--- src/rtl/regfile_write_arbiter.sv ---
// Write-port sequencer for the 8x8 register file: round-robin arbitration between
// the ALU and load writeback requesters, plus a zeroing sweep of R0..R(NREGS-1).
module regfile_write_arbiter #(
  parameter int DATA_W = 8,
  parameter int ADDR_W = 3,
  parameter int NREGS  = 8
) (
  input  logic              CLK,
  input  logic              RESET,
  input  logic              ALU_REQ,
  input  logic [ADDR_W-1:0] ALU_ADDR,
  input  logic [DATA_W-1:0] ALU_DATA,
  output logic              ALU_ACK,
  input  logic              MEM_REQ,
  input  logic [ADDR_W-1:0] MEM_ADDR,
  input  logic [DATA_W-1:0] MEM_DATA,
  output logic              MEM_ACK,
  input  logic              CLR_REQ,
  output logic              CLR_BUSY,
  output logic              WRITE,
  output logic [ADDR_W-1:0] INADDRESS,
  output logic [DATA_W-1:0] IN
);

  // state     | meaning
  // IDLE      | port unused, address/data hold
  // GRANT_ALU | ALU writeback strobed this cycle
  // GRANT_MEM | load writeback strobed this cycle
  // CLEAR     | sweep writes zero to register 'count'
  typedef enum logic [1:0] {IDLE, GRANT_ALU, GRANT_MEM, CLEAR} state_t;

  localparam int CNT_W = (NREGS > 1) ? $clog2(NREGS) : 1;
  localparam logic [CNT_W-1:0] CNT_LAST = CNT_W'(NREGS - 1);

  state_t           state, state_nx;
  logic [CNT_W-1:0] count, count_nx;
  logic             last_mem, last_mem_nx;
  logic             alu_elig, mem_elig;

  always_comb begin
    state_nx    = IDLE;
    count_nx    = count;
    last_mem_nx = last_mem;
    // A request seen on the edge that ends its own ACK cycle is the one just served.
    alu_elig    = ALU_REQ && !ALU_ACK;
    mem_elig    = MEM_REQ && !MEM_ACK;
    if (state == CLEAR && count != CNT_LAST) begin
      state_nx = CLEAR;
      count_nx = count + 1'b1;
    end else if (state != CLEAR && CLR_REQ) begin
      state_nx = CLEAR;
      count_nx = '0;
    end else if (alu_elig && (!mem_elig || last_mem)) begin
      state_nx    = GRANT_ALU;
      last_mem_nx = 1'b0;
    end else if (mem_elig) begin
      state_nx    = GRANT_MEM;
      last_mem_nx = 1'b1;
    end
  end

  always_ff @(posedge CLK) begin
    if (RESET) begin
      state     <= IDLE;
      count     <= '0;
      last_mem  <= 1'b1;
      WRITE     <= 1'b0;
      INADDRESS <= '0;
      IN        <= '0;
      ALU_ACK   <= 1'b0;
      MEM_ACK   <= 1'b0;
      CLR_BUSY  <= 1'b0;
    end else begin
      state    <= state_nx;
      count    <= count_nx;
      last_mem <= last_mem_nx;
      WRITE    <= (state_nx != IDLE);
      ALU_ACK  <= (state_nx == GRANT_ALU);
      MEM_ACK  <= (state_nx == GRANT_MEM);
      CLR_BUSY <= (state_nx == CLEAR);
      case (state_nx)
        GRANT_ALU: begin
          INADDRESS <= ALU_ADDR;
          IN        <= ALU_DATA;
        end
        GRANT_MEM: begin
          INADDRESS <= MEM_ADDR;
          IN        <= MEM_DATA;
        end
        CLEAR: begin
          INADDRESS <= ADDR_W'(count_nx);
          IN        <= '0;
        end
        default: ;
      endcase
    end
  end

endmodule
--- config.mk ---
export PLATFORM = sky130hd
export DESIGN_NAME = regfile_write_arbiter
export DESIGN_NICKNAME = d
export VERILOG_FILES = /design/src/rtl/regfile_write_arbiter.sv
export SDC_FILE = /design/constraint.sdc
export NUM_CORES = 1
export LEC_CHECK = 0
export ABC_AREA = 1
export CAP_MARGIN = 25
export CELL_PAD_IN_SITES_DETAIL_PLACEMENT = 1
export CELL_PAD_IN_SITES_GLOBAL_PLACEMENT = 2
export CORE_AREA = 5 5 75 77
export DETAILED_ROUTE_END_ITERATION = 10
export DIE_AREA = 0 0 80 82
export PLACE_DENSITY_LB_ADDON = 0.05
export SYNTH_ARGS = -nofsm -noshare
export SYNTH_HDL_FRONTEND = slang
export SYNTH_SLANG_ARGS = --single-unit
--- constraint.sdc ---
create_clock -name CLK -period 2.2 [get_ports CLK]
set_input_delay 0.44 -clock CLK [delete_from_list [all_inputs] [get_ports CLK]]
set_output_delay 0.44 -clock CLK [all_outputs]
set_load 0.005 [all_outputs]
Yosys cells after proc, flatten, opt, wreduce, memory -nomap -nowiden
Cells that the tools add are included.
Widths: inputs -> output; s select.
{"block": "word_totals", "ff_bits": 21, "latch_bits": 0, "ramBits": 0, "romBits": 0, "in_bits": 27, "out_inout_bits": 15, "elab_cells": 41, "n_memories": 0}
{"block": "classes", "add_sub_neg": 1, "multipliers": 0, "div": 0, "n_lt_le_gt_ge": 0, "eq_ne": 6, "shift": 0, "n_mux": 10, "bitwise": 2, "n_reduce_logical": 13}
{"operator": "$pmux 8 s3", "count": 1}
{"operator": "$pmux 3 s3", "count": 1}
{"operator": "$mux 2", "count": 4}
{"operator": "$eq 2x2->1 const B", "count": 3}
{"operator": "$mux 3", "count": 2}
{"operator": "$logic_and 1x1->1", "count": 5}
{"operator": "$reduce_bool 2->1", "count": 2}
{"operator": "$add 3x1->3 const B", "count": 1}
{"operator": "$logic_not 1->1", "count": 3}
{"operator": "$ne 3x3->1 const B", "count": 1}
{"operator": "$reduce_and 3->1", "count": 1}
{"operator": "$reduce_bool 3->1", "count": 1}
{"operator": "$eq 2x1->1 const B", "count": 1}
{"operator": "$mux 1", "count": 2}
{"operator": "$ne 2x2->1 const B", "count": 1}
{"operator": "$not 1->1", "count": 2}
{"operator": "$logic_or 1x1->1", "count": 1}

Logic depth before layout (Yosys ltp)
{"block": "logic_depth", "word_depth": 10, "mapped_depth": 12, "depth_no_buf": 11}

Least setup slack after synthesis
Ideal clock, no wire load.
{"block": "synth_path", "path_type": "reg-to-reg", "start": "reg count[0]", "end": "reg INADDRESS[0]", "arrival_ps": 1452, "t_required_ps": 2087, "slack_ps": 635, "path_stages_with_launch": 13, "cell_sequence": "dfxtp_1 ha_1 ha_1 inv_1 nand3_1 nand2_2 inv_4 buf_8 nand2_4 buf_8 nand3_1 nand3_1 nand2_1"}
{"block": "synth_via", "elab_chain_len": 5}
{"element": "start, declared", "line": "36", "source": "logic [CNT_W-1:0] count, count_nx;"}
{"element": "start signal, assigned", "line": "75", "source": "count <= count_nx;"}
{"element": "$ne 3x3->1", "line": "47", "source": "if (state == CLEAR && count != CNT_LAST) begin"}
{"element": "$logic_and 1x1->1", "line": "47"}
{"element": "$mux 2", "line": "47"}
{"element": "$eq 2x2->1 or $eq 2x1->1 (tied branches)", "line": "81", "source": "case (state_nx)"}
{"element": "$pmux 3 s3 or $reduce_bool 3->1 (tied branches)"}
{"element": "end signal, assigned", "line": "91", "source": "INADDRESS <= ADDR_W'(count_nx);"}
{"element": "end, declared", "line": "21", "source": "output logic [ADDR_W-1:0] INADDRESS,"}
Parallel ways exist; a longest one is shown, timed or not.
A chain may end at the register's enable or synchronous reset.

Worst setup path in the final report
Ends and elaborated chain as after synthesis.

==> flow_metrics.py <==
metrics = {
    "detailed_routing": {
        "routed_wl_um": 3080,
        "ant_nets": 0,
        "wl_met1_um": 1440,
        "post_drt_wl_per_cell_um": 12.1,
        "maxUsedRoutingLayer": "met4",
        "viasPerCell": 4.00,
        "dr_wl_met2_um": 1450,
        "met3_length_um": 159,
        "dr.pass1.iters": 4,
        "vias": 1020,
        "drc": 0,
        "drt_iter0_drc": 17,
    },
    "synthesis": {
        "yosysWarnings": 0,
        "synth-seq-cells": 21,
        "ys_seq_area_share_pct": 40.1,
        "syn_inst": 145,
        "synth_nets": 174,
        "ys_types": 24,
        "synth_area_um2": 1050,
        "synth.avg_cell_area_um2": 7.22,
    },
    "clock_tree": {
        "cts_tree": "yes",
        "path_clk_slew_ns": 0.09,
        "ctsRootBufferMaster": "clkbuf_8",
        "hold_buffers": 0,
        "cts.path.max_buffers": 2,
        "clkLatencyLatePin_ns": 0.27,
        "cts_made_buffers": 3,
        "cts_setup_buffers": 0,
        "ctsHtreeMaxLevel": 1,
        "cts.sinks": 21,
        "post_cts_resized": 0,
    },
    "setup_path": {
        "cp-end-kind": "flip-flop",
        "reg2reg_from": "count[0]",
        "reg2reg_to": "INADDRESS[0]",
        "required_ns": 2.37,
        "cp_max_fo": 20,
        "rrSetupSlack_ns": 0.40,
        "arrival_ns": 1.97,
        "endpoint": "INADDRESS[0]",
        "reg2reg_depth": 11,
        "worstSetupStartpointType": "flip-flop",
        "path_class": "reg -> reg",
        "crit_path_start": "count[0]",
    },
    "min_path": {
        "min_delay_path_depth": 2,
        "min_path_type": "reg -> reg",
    },
    "floorplanning": {
        "dieHeight_um": 82,
        "rows": 26,
        "fp.dieArea_um2": 6560,
        "initial_core_util_pct": 21.2,
        "io_pins": 42,
        "core_um2": 4940,
        "die_w_um": 80,
    },
    "pwr": {
        "leakagePower_nw": 0.693,
        "seqPwrFrac_pct": 45.5,
        "max-vdd-ir-drop_mv": 0.190,
        "p_int_mw": 0.666,
        "p_clk_share_pct": 28.4,
        "p_total_mw": 0.941,
        "comb_power_share_pct": 26.1,
        "netSwitchingPower_mw": 0.275,
        "switching_share_pct": 29.3,
        "p_per_area_nw_per_um2": 609,
    },
    "layout": {
        "fin_cells": 255,
        "area_growth_pct": 47.6,
        "diodes": 0,
        "fin_nets": 215,
        "final_layout_size_suffix_gt1_share_pct": 10.8,
    },
    "sta": {
        "rsz0062_at_grt": "false",
        "fmax_mhz": 555,
        "setup_slack_ns": 0.399,
        "setup_viol": 0,
        "slew_viol_final": 0,
        "worstMarginPinSlew_ns": 0.444,
        "finalHoldViolations": 0,
        "whs_ns": 0.473,
        "fin_crit_sh_pct": 81.9,
        "fin_skew_ns": 0.00485,
        "period_needed_ns": 1.80,
        "tns_ns": 0,
        "slew_headroom_pct": 70.4,
    },
    "grt": {
        "grt.total_usage_pct": 9.87,
        "grt_pass1_vias": 1099,
        "grt_antenna_before_repair": 0,
        "grt_pass1_wl_um": 4980,
        "grt_overflow": 0,
        "grt_max_degree": 21,
    },
    "placement": {
        "hpwl_um": 2340,
        "dp_cells": 251,
        "io_buffers": 41,
        "finalWeightedCongestion": 0.733,
        "dp_slack_ns": 0.257,
    },
    "run": {
        "drv_cap": 0,
    },
    "run_status": {
        "status": "completed",
    },
}
[worst min-delay path by stage]
stage,end,startpoint
after global placement,count[1],count[1]
after global routing,INADDRESS[2],INADDRESS[2]
after floorplan,count[1],count[1]
final,INADDRESS[1],INADDRESS[1]
after detailed placement,count[2],count[2]
after CTS,count[2],count[2]
[placed cells by master (no fill, tap or decap), types with 2 or more instances in the layout]
| cell | Yosys | layout |
|---|---|---|
| a21oi_1 | 7 | 7 |
| ha_1 | 2 | 2 |
| nand2_4 | 2 | 2 |
| dfxtp_1 | 21 | 21 |
| clkbuf_8 | 0 | 3 |
| clkdlybuf4s50_1 | 0 | 41 |
| nand3_1 | 15 | 15 |
| o21ai_0 | 8 | 8 |
| nor2_1 | 22 | 22 |
| nand2_1 | 26 | 26 |
| nor2_2 | 7 | 7 |
| inv_1 | 18 | 18 |
| nor3_1 | 2 | 2 |
[state kept, by name, indices dropped and copies added, names as in the netlist, 2 cells and up]
signal,flops
IN,8
INADDRESS,3
count,3
state,2
[worst max-delay path: stages, from the launching register on]
cell and delay, ns:
dfxtp_1 0.36, ha_1 0.16, ha_1 0.15, inv_1 0.04
nand3_1 0.11, nand2_2 0.11, inv_4 0.21, nand3_4 0.22
nand2_1 0.17, inv_1 0.07, nand3_1 0.06, nand2_1 0.04
[stage by stage]
stage          util (%)  cell area (um2)
6_report           31.3             1550
3_5_place_dp       30.3             1500
5_1_grt            31.3             1550
4_1_cts            31.3             1550
2_1_floorplan         -             1050
3_3_place_gp       30.3             1500
[layout make-up]
cell class                      count  area [um2]
Clock buffer                        3        41.3
Timing Repair Buffer               42         418
Sequential cell                    21         420
Multi-Input combinational cell     97         492
Clock inverter                      1        5.00
Tap cell                           70        87.6
Inverter                           21        81.3
Fill cell                         625        3400
[metal layers]
layer / global-route usage, % / vias up
met5: 0 / -
met4: 4.05 / 0
met3: 1.86 / 4
met2: 17.1 / 23
met1: 11.9 / 464
li1: - / 529
[cells in the mapped netlist]
| library cell | number | share of area, % |
|---|---|---|
| a21oi_1 | 7 | 3.3 |
| a31oi_1 | 1 | 0.60 |
| buf_2 | 1 | 0.48 |
| buf_4 | 2 | 1.4 |
| buf_8 | 2 | 2.9 |
| clkbuf_1 | 1 | 0.36 |
| clkinv_1 | 1 | 0.36 |
| dfxtp_1 | 21 | 40 |
| ha_1 | 2 | 2.4 |
| inv_1 | 18 | 6.5 |
| inv_2 | 1 | 0.36 |
| inv_4 | 1 | 0.60 |
| nand2_1 | 26 | 9.3 |
| nand2_2 | 1 | 0.60 |
| nand2_4 | 2 | 2.2 |
| nand3_1 | 15 | 7.2 |
| nand3_4 | 1 | 1.7 |
| nand3b_1 | 1 | 0.72 |
| nor2_1 | 22 | 7.9 |
| nor2_2 | 7 | 4.2 |
| nor3_1 | 2 | 0.96 |
| o21ai_0 | 8 | 3.8 |
| o21ai_4 | 1 | 1.6 |
| or2_2 | 1 | 0.60 |
[logic make-up after synthesis]
kind of cell               share of synthesized area, %
and+or+nand+nor                                    35.2
AOI/OAI and AO/OA                                  9.32
buffers and inverters                              12.9
adders and majority gates                          2.39
DFF                                                40.1
[power by group through the flow]
stage	sequential (mW)	combinational [mW]	clock, mW
2_1_floorplan	0.438	0.134	0
3_3_place_gp	0.437	0.250	0
3_5_place_dp	0.437	0.252	0
4_1_cts	0.429	0.254	0.284
5_1_grt	0.432	0.276	0.300
6_report	0.428	0.246	0.267
(Power assumes the default switching activity.)
